--- src/rtl/sign_corr_bank_if.sv ---
// Request/result bundle for sign_corr_bank: sample-in controls and the Un vector out.
interface sign_corr_bank_if #(
  parameter int NTAPS = 6,
  parameter int DQ_W  = 16,
  parameter int DQN_W = 11
);
  logic              start;
  logic              init;
  logic              zero_gate;
  logic [DQ_W-1:0]   DQ;
  logic [DQN_W-1:0]  DQn_in;
  logic              busy;
  logic              done;
  logic              dq_zero;
  logic [NTAPS-1:0]  un_vec;

  modport master (
    output start, init, zero_gate, DQ, DQn_in,
    input  busy, done, dq_zero, un_vec
  );

  modport slave (
    input  start, init, zero_gate, DQ, DQn_in,
    output busy, done, dq_zero, un_vec
  );
endinterface

--- src/rtl/sign_corr_bank.sv ---
// Serial sign-correlation of DQ against an NTAPS-deep history, one tap per clock.
// Latency NTAPS+2 cycles from accepted start to done; start/init are ignored while busy.
module sign_corr_bank #(
  parameter int NTAPS = 6,
  parameter int DQ_W  = 16,
  parameter int DQN_W = 11
) (
  input  logic clk,
  input  logic reset,
  input  logic scan_in0,
  input  logic scan_in1,
  input  logic scan_in2,
  input  logic scan_in3,
  input  logic scan_in4,
  input  logic scan_enable,
  input  logic test_mode,
  output logic scan_out0,
  output logic scan_out1,
  output logic scan_out2,
  output logic scan_out3,
  output logic scan_out4,
  sign_corr_bank_if.slave bus
);
  localparam int KW = (NTAPS > 1) ? $clog2(NTAPS) : 1;
  localparam logic [DQN_W-1:0] HIST_INIT = DQN_W'(11'h020);

  typedef enum logic [1:0] {IDLE, EVAL, SHIFT, DONE} state_t;

  state_t             state, state_nxt;
  logic [KW-1:0]      k;
  logic               sgn_q;
  logic               mag_zero;
  logic               gate_q;
  logic [DQN_W-1:0]   dqn_q;
  logic [NTAPS-1:0]   work;
  logic [DQN_W-1:0]   hist [NTAPS];
  logic               accept;
  logic               reload;

  logic unused_dft;
  assign unused_dft = &{1'b0, scan_in0, scan_in1, scan_in2, scan_in3, scan_in4,
                        scan_enable, test_mode};
  assign scan_out0 = 1'b0;
  assign scan_out1 = 1'b0;
  assign scan_out2 = 1'b0;
  assign scan_out3 = 1'b0;
  assign scan_out4 = 1'b0;

  // init wins over a coincident start; that start is simply lost
  always_comb begin
    state_nxt = state;
    accept    = 1'b0;
    reload    = 1'b0;
    case (state)
      IDLE: begin
        if (bus.init) begin
          reload = 1'b1;
        end else if (bus.start) begin
          accept    = 1'b1;
          state_nxt = EVAL;
        end
      end
      EVAL:    if (k == KW'(NTAPS - 1)) state_nxt = SHIFT;
      SHIFT:   state_nxt = DONE;
      DONE:    state_nxt = IDLE;
      default: state_nxt = IDLE;
    endcase
  end

  assign bus.busy = (state != IDLE);
  assign bus.done = (state == DONE);

  always_ff @(posedge clk or negedge reset) begin
    if (!reset) state <= IDLE;
    else        state <= state_nxt;
  end

  always_ff @(posedge clk or negedge reset) begin
    if (!reset) begin
      k           <= '0;
      sgn_q       <= 1'b0;
      mag_zero    <= 1'b0;
      gate_q      <= 1'b0;
      dqn_q       <= '0;
      work        <= '0;
      bus.un_vec  <= '0;
      bus.dq_zero <= 1'b0;
      for (int i = 0; i < NTAPS; i++) hist[i] <= HIST_INIT;
    end else begin
      if (accept) begin
        sgn_q    <= bus.DQ[DQ_W-1];
        mag_zero <= (bus.DQ[DQ_W-2:0] == '0);
        gate_q   <= bus.zero_gate & (bus.DQ[DQ_W-2:0] == '0);
        dqn_q    <= bus.DQn_in;
        k        <= '0;
      end
      if (reload) begin
        for (int i = 0; i < NTAPS; i++) hist[i] <= HIST_INIT;
      end
      if (state == EVAL) begin
        work[k] <= gate_q ? 1'b0 : (sgn_q ^ hist[k][DQN_W-1]);
        k       <= k + 1'b1;
      end
      // work is complete once SHIFT is reached; publish on entry to DONE
      if (state == SHIFT) begin
        hist[0] <= dqn_q;
        for (int j = 1; j < NTAPS; j++) hist[j] <= hist[j-1];
        bus.un_vec  <= work;
        bus.dq_zero <= mag_zero;
      end
    end
  end
endmodule

--- src/flat_wrapper.sv ---
// flat-port wrapper written by rule: the top's interface ports become plain ports
module sign_corr_bank_flat 
#(
  parameter int NTAPS = 6,
  parameter int DQ_W  = 16,
  parameter int DQN_W = 11
)
  (clk, reset, scan_in0, scan_in1, scan_in2, scan_in3, scan_in4, scan_enable, test_mode, scan_out0, scan_out1, scan_out2, scan_out3, scan_out4, bus_start, bus_init, bus_zero_gate, bus_DQ, bus_DQn_in, bus_busy, bus_done, bus_dq_zero, bus_un_vec);
  sign_corr_bank_if #(.NTAPS(NTAPS), .DQ_W(DQ_W), .DQN_W(DQN_W)) bus_i ();
  input  logic clk;
  input  logic reset;
  input  logic scan_in0;
  input  logic scan_in1;
  input  logic scan_in2;
  input  logic scan_in3;
  input  logic scan_in4;
  input  logic scan_enable;
  input  logic test_mode;
  output logic scan_out0;
  output logic scan_out1;
  output logic scan_out2;
  output logic scan_out3;
  output logic scan_out4;
  input wire logic [$bits(bus_i.start)-1:0] bus_start;
  input wire logic [$bits(bus_i.init)-1:0] bus_init;
  input wire logic [$bits(bus_i.zero_gate)-1:0] bus_zero_gate;
  input wire logic [$bits(bus_i.DQ)-1:0] bus_DQ;
  input wire logic [$bits(bus_i.DQn_in)-1:0] bus_DQn_in;
  output wire logic [$bits(bus_i.busy)-1:0] bus_busy;
  output wire logic [$bits(bus_i.done)-1:0] bus_done;
  output wire logic [$bits(bus_i.dq_zero)-1:0] bus_dq_zero;
  output wire logic [$bits(bus_i.un_vec)-1:0] bus_un_vec;
  assign bus_i.start = bus_start;
  assign bus_i.init = bus_init;
  assign bus_i.zero_gate = bus_zero_gate;
  assign bus_i.DQ = bus_DQ;
  assign bus_i.DQn_in = bus_DQn_in;
  assign bus_busy = bus_i.busy;
  assign bus_done = bus_i.done;
  assign bus_dq_zero = bus_i.dq_zero;
  assign bus_un_vec = bus_i.un_vec;
  sign_corr_bank #(.NTAPS(NTAPS), .DQ_W(DQ_W), .DQN_W(DQN_W)) u_core (.clk(clk), .reset(reset), .scan_in0(scan_in0), .scan_in1(scan_in1), .scan_in2(scan_in2), .scan_in3(scan_in3), .scan_in4(scan_in4), .scan_enable(scan_enable), .test_mode(test_mode), .scan_out0(scan_out0), .scan_out1(scan_out1), .scan_out2(scan_out2), .scan_out3(scan_out3), .scan_out4(scan_out4), .bus(bus_i));
endmodule
--- config.mk ---
export PLATFORM = sky130hd
export DESIGN_NAME = sign_corr_bank_flat
export DESIGN_NICKNAME = d
export VERILOG_FILES = /design/src/rtl/sign_corr_bank_if.sv /design/src/rtl/sign_corr_bank.sv /design/src/flat_wrapper.sv
export SDC_FILE = /design/constraint.sdc
export NUM_CORES = 1
export LEC_CHECK = 0
export ABC_AREA = 0
export CORE_UTILIZATION = 42
export CTS_BUF_LIST = sky130_fd_sc_hd__clkbuf_8
export DETAILED_ROUTE_END_ITERATION = 12
export PLACE_DENSITY = 0.81
export SYNTH_ARGS = -nofsm -noshare
export SYNTH_HDL_FRONTEND = slang
export SYNTH_SLANG_ARGS = --single-unit
--- constraint.sdc ---
create_clock -name clk -period 1.6 [get_ports clk]
set_clock_uncertainty 0.05 [all_clocks]
set_input_delay 0.24 -clock clk [delete_from_list [all_inputs] [get_ports clk]]
set_output_delay 0.24 -clock clk [all_outputs]
set_load 0.01 [all_outputs]
==> impl_results.md <==
* Initial antenna violation count at 0
* Initial Util at 0.444
* Max Freq at 0.644 GHz
* PortBufs at 30
* DR iter-0 viols at 37
* Critical Path Fanout Max at 4
* R2R Path Start: u_core.k[0]$_DFFE_PN0P_
* Critical path class: register to output pin
* Critical path's slowest cell: dfrtp_1
* Remaining global-route overflow at 0
* Crit path capture type: output pin
* Status: completed
* Yosys warns at 0
* Leakage power at 0.915 nW
* Post-Syn Area per Cell at 10.1 µm²
* Clock Sinks at 28
* CP Depth at 4
* Yosys reg bits at 28
* CTS max path bufs at 2
* DRC viols at 0
* Crit path arrival time at 1260 ps
* Final WL at 3.16 mm
* Rows at 21
* Endpoints failing setup at 0
* Root Buffer Master: clkbuf_8
* Number of global-route vias before repair at 1,217
* Max-cap violations at 0
* Cell total after placement at 230
* Final slew viol count at 0
* CP cell instances: inv_2 -> ha_4 -> inv_1 -> clkdlybuf4s15_1
* Total CTS buffers at 3
* Post-layout instance count excluding filler cells at 236
* GPL Wtd Cong at 0.776
* CP endpoint: bus_busy
* Worst setup startpoint: u_core.state[1]$_DFFE_PN0P_
* Crit share post-route at 0.970
* Clock latency on the worst-skew pair at 280 ps
* CTS tree: built
* N_diodes at 0
* Post-Syn Area at 0.00151 mm²
* Synth cell types at 32
* Antenna Nets Post-Route at 0
* Placed Area at 0.00191 mm²
* Pin count of the biggest net entering global routing at 29
* First-pass GRT wire length at 5.22 mm
* CP startpoint kind: register
* Pre-CTS WS at -86.2 ps
* Internal cell power at 2.16 mW
* Post-CTS Hold Buffers at 0
* CP top delay family: buffers and inverters
* Flop pwr share at 0.344
* H-Tree Level Count at 1
* Die area at 0.00383 mm²
* Logic pwr share at 0.485
* Hold WS at 279 ps
* Buf+Inv Stages, Crit Path at 3
* Vias per cell at 5.16
* Worst Hold Class: input port to asynchronous set/reset pin
* Crit path time final at 1550 ps
* Post-synthesis instance total at 149
* Reg2Reg Depth at 4
* Layout cell share with drive strength beyond 1 at 0.211
* Sequential share of the synthesized area at 0.466
* Switching Fraction at 0.360
* Fin area at 0.00204 mm²
* Fillers at 270
* Die Ht at 61.9 µm
* Maximum vdd drop at 0.734 mV
* Wirelength per Cell at 13.4 µm
* Clk pin slew, worst setup/hold paths at 100 ps
* GRT Resource Usage Total at 0.183
* R2r endpoint: u_core.work[5]$_DFFE_PN0P_
* Worst setup margin at 47.3 ps
* Core Region at 0.00339 mm²
* Reg2reg setup slack at 70 ps
* TritonRoute pass-1 iters at 4
* Final net count at 237
* Clk pwr share at 0.171
* I/O pins at 53
* Psw at 1.22 mW
* Post-DP HPWL at 2.23 mm
* DR vias at 1,218
* PD cells at 1660 mW/mm²
* Setup TNS at 0 ps
* Width of the chip at 61.9 µm
* Area grow syn2layout at 35.4%
* Final hold vios at 0
* Delay of the slowest cell on the worst path at 410 ps
* Critical Path RT at 1310 ps
==> flip-flops by register name, indices dropped and copies added, names as in the netlist <==
register,count
u_core.bus.un_vec,6
u_core.gate_q,1
u_core.mag_zero,1
u_core.work,6
u_core.state,2
u_core.bus.dq_zero,1
u_core.dqn_q,1
u_core.k,3
u_core.sgn_q,1
u_core.hist,6
==> stage by stage <==
stage               power, mW   util
finish                   3.38  0.601
global route             3.62  0.601
global placement         2.57  0.564
detailed placement       2.67  0.564
CTS                      3.26  0.590
floorplan                2.13      -
==> cell usage after synthesis, drive strengths merged <==
cell     count  share of area
nand4b       2          0.012
xor2         1         0.0058
clkbuf       4          0.017
nand4bb      2          0.018
nor4         3          0.012
o21ai       12          0.040
conb         1         0.0025
nor3         5          0.017
mux2         9          0.067
o22a         1         0.0067
or4          2          0.010
nand2       31          0.077
dfrtp       28           0.47
a31oi        2         0.0083
nand3        2         0.0067
nand2b       4          0.018
ha           7          0.058
buf          8          0.042
or2          1         0.0042
and4bb       1         0.0083
inv          4          0.010
a22o         1         0.0058
nor2         5          0.012
a22oi        1         0.0050
a21o         1         0.0050
nor4b        1         0.0058
mux2i        7          0.047
nor2b        3          0.012
==> layer usage <==
metal	vias up	wire, µm	track usage	share of wire
li1	583	-	-	-
met4	0	55	0.0603	0.017
met2	44	1720	0.338	0.54
met1	585	1250	0.215	0.40
met3	6	127	0.0311	0.040
met5	-	0	0	0
==> placed cells by master, fill, tap and decap left out, types with 2 or more instances in the layout <==
cell / instances
or4_1: 2
nand2_1: 31
dfrtp_1: 28
conb_1: 5
nor4_1: 3
ha_1: 5
nand4b_1: 2
ha_4: 2
clkdlybuf4s50_1: 28
buf_4: 14
nand2b_1: 3
o21ai_0: 12
inv_2: 2
mux2_2: 9
mux2i_1: 7
a31oi_1: 2
nor3_1: 4
nor2b_1: 3
nor2_1: 5
inv_1: 2
clkbuf_8: 3
nand3_1: 2
clkdlybuf4s15_1: 2
==> power groups by stage <==
stage	Sequential [mW]	Clock, mW	Combinational [mW]
after CTS	1.16	0.574	1.52
after detailed placement	1.18	0	1.48
after floorplan	1.17	0	0.958
after global routing	1.20	0.604	1.81
final	1.16	0.576	1.64
after global placement	1.17	0	1.40
==> cells by family (layout without fill, tap and decap cells) <==
group           count (synthesis)  in the layout  share of synthesized area
fa+ha+maj                       7              7                     0.0582
xor+xnor                        1              1                    0.00582
compound gates                 18             18                     0.0707
mux                            16             16                      0.114
simple gates                   62             62                      0.214
flops                          28             28                      0.466
other cells                     1              5                    0.00249
buf+inv                        16             53                     0.0690
==> repair_timing <==
item	4_1_cts	5_1_grt
cloned	0	0
buffers inserted	2	0
endpoints found under the hold margin	0	0
resized for setup	3	7
endpoints found under the setup margin	6	10
==> area by class of cell <==
class / instances / area, µm² / share of cell area
clock inverters: 1 / 30.0 / 0.0147
well taps: 46 / 57.6 / 0.0282
multi-input cells: 109 / 768 / 0.377
flip-flops and latches: 28 / 701 / 0.344
clock buffers: 3 / 41.3 / 0.0203
inverters: 4 / 15.0 / 0.00737
repair buffers: 45 / 425 / 0.209
==> how the worst min path moves through the flow <==
stage / startpoint / endpoint / slack [ps] / cells after the start
finish: reset / u_core.hist[21]$_DFFE_PN0P_ / 280 / 2
global route: reset / u_core.hist[10]$_DFFE_PN0P_ / 320 / 2
CTS: reset / u_core.mag_zero$_DFFE_PN0P_ / 300 / 2
detailed placement: u_core.work[3]$_DFFE_PN0P_ / u_core.work[3]$_DFFE_PN0P_ / 420 / 2
global placement: u_core.work[3]$_DFFE_PN0P_ / u_core.work[3]$_DFFE_PN0P_ / 410 / 2
floorplan: reset / u_core.bus.dq_zero$_DFFE_PN0P_ / -110 / 0
Note: power is estimated with default switching activity, not from simulation.
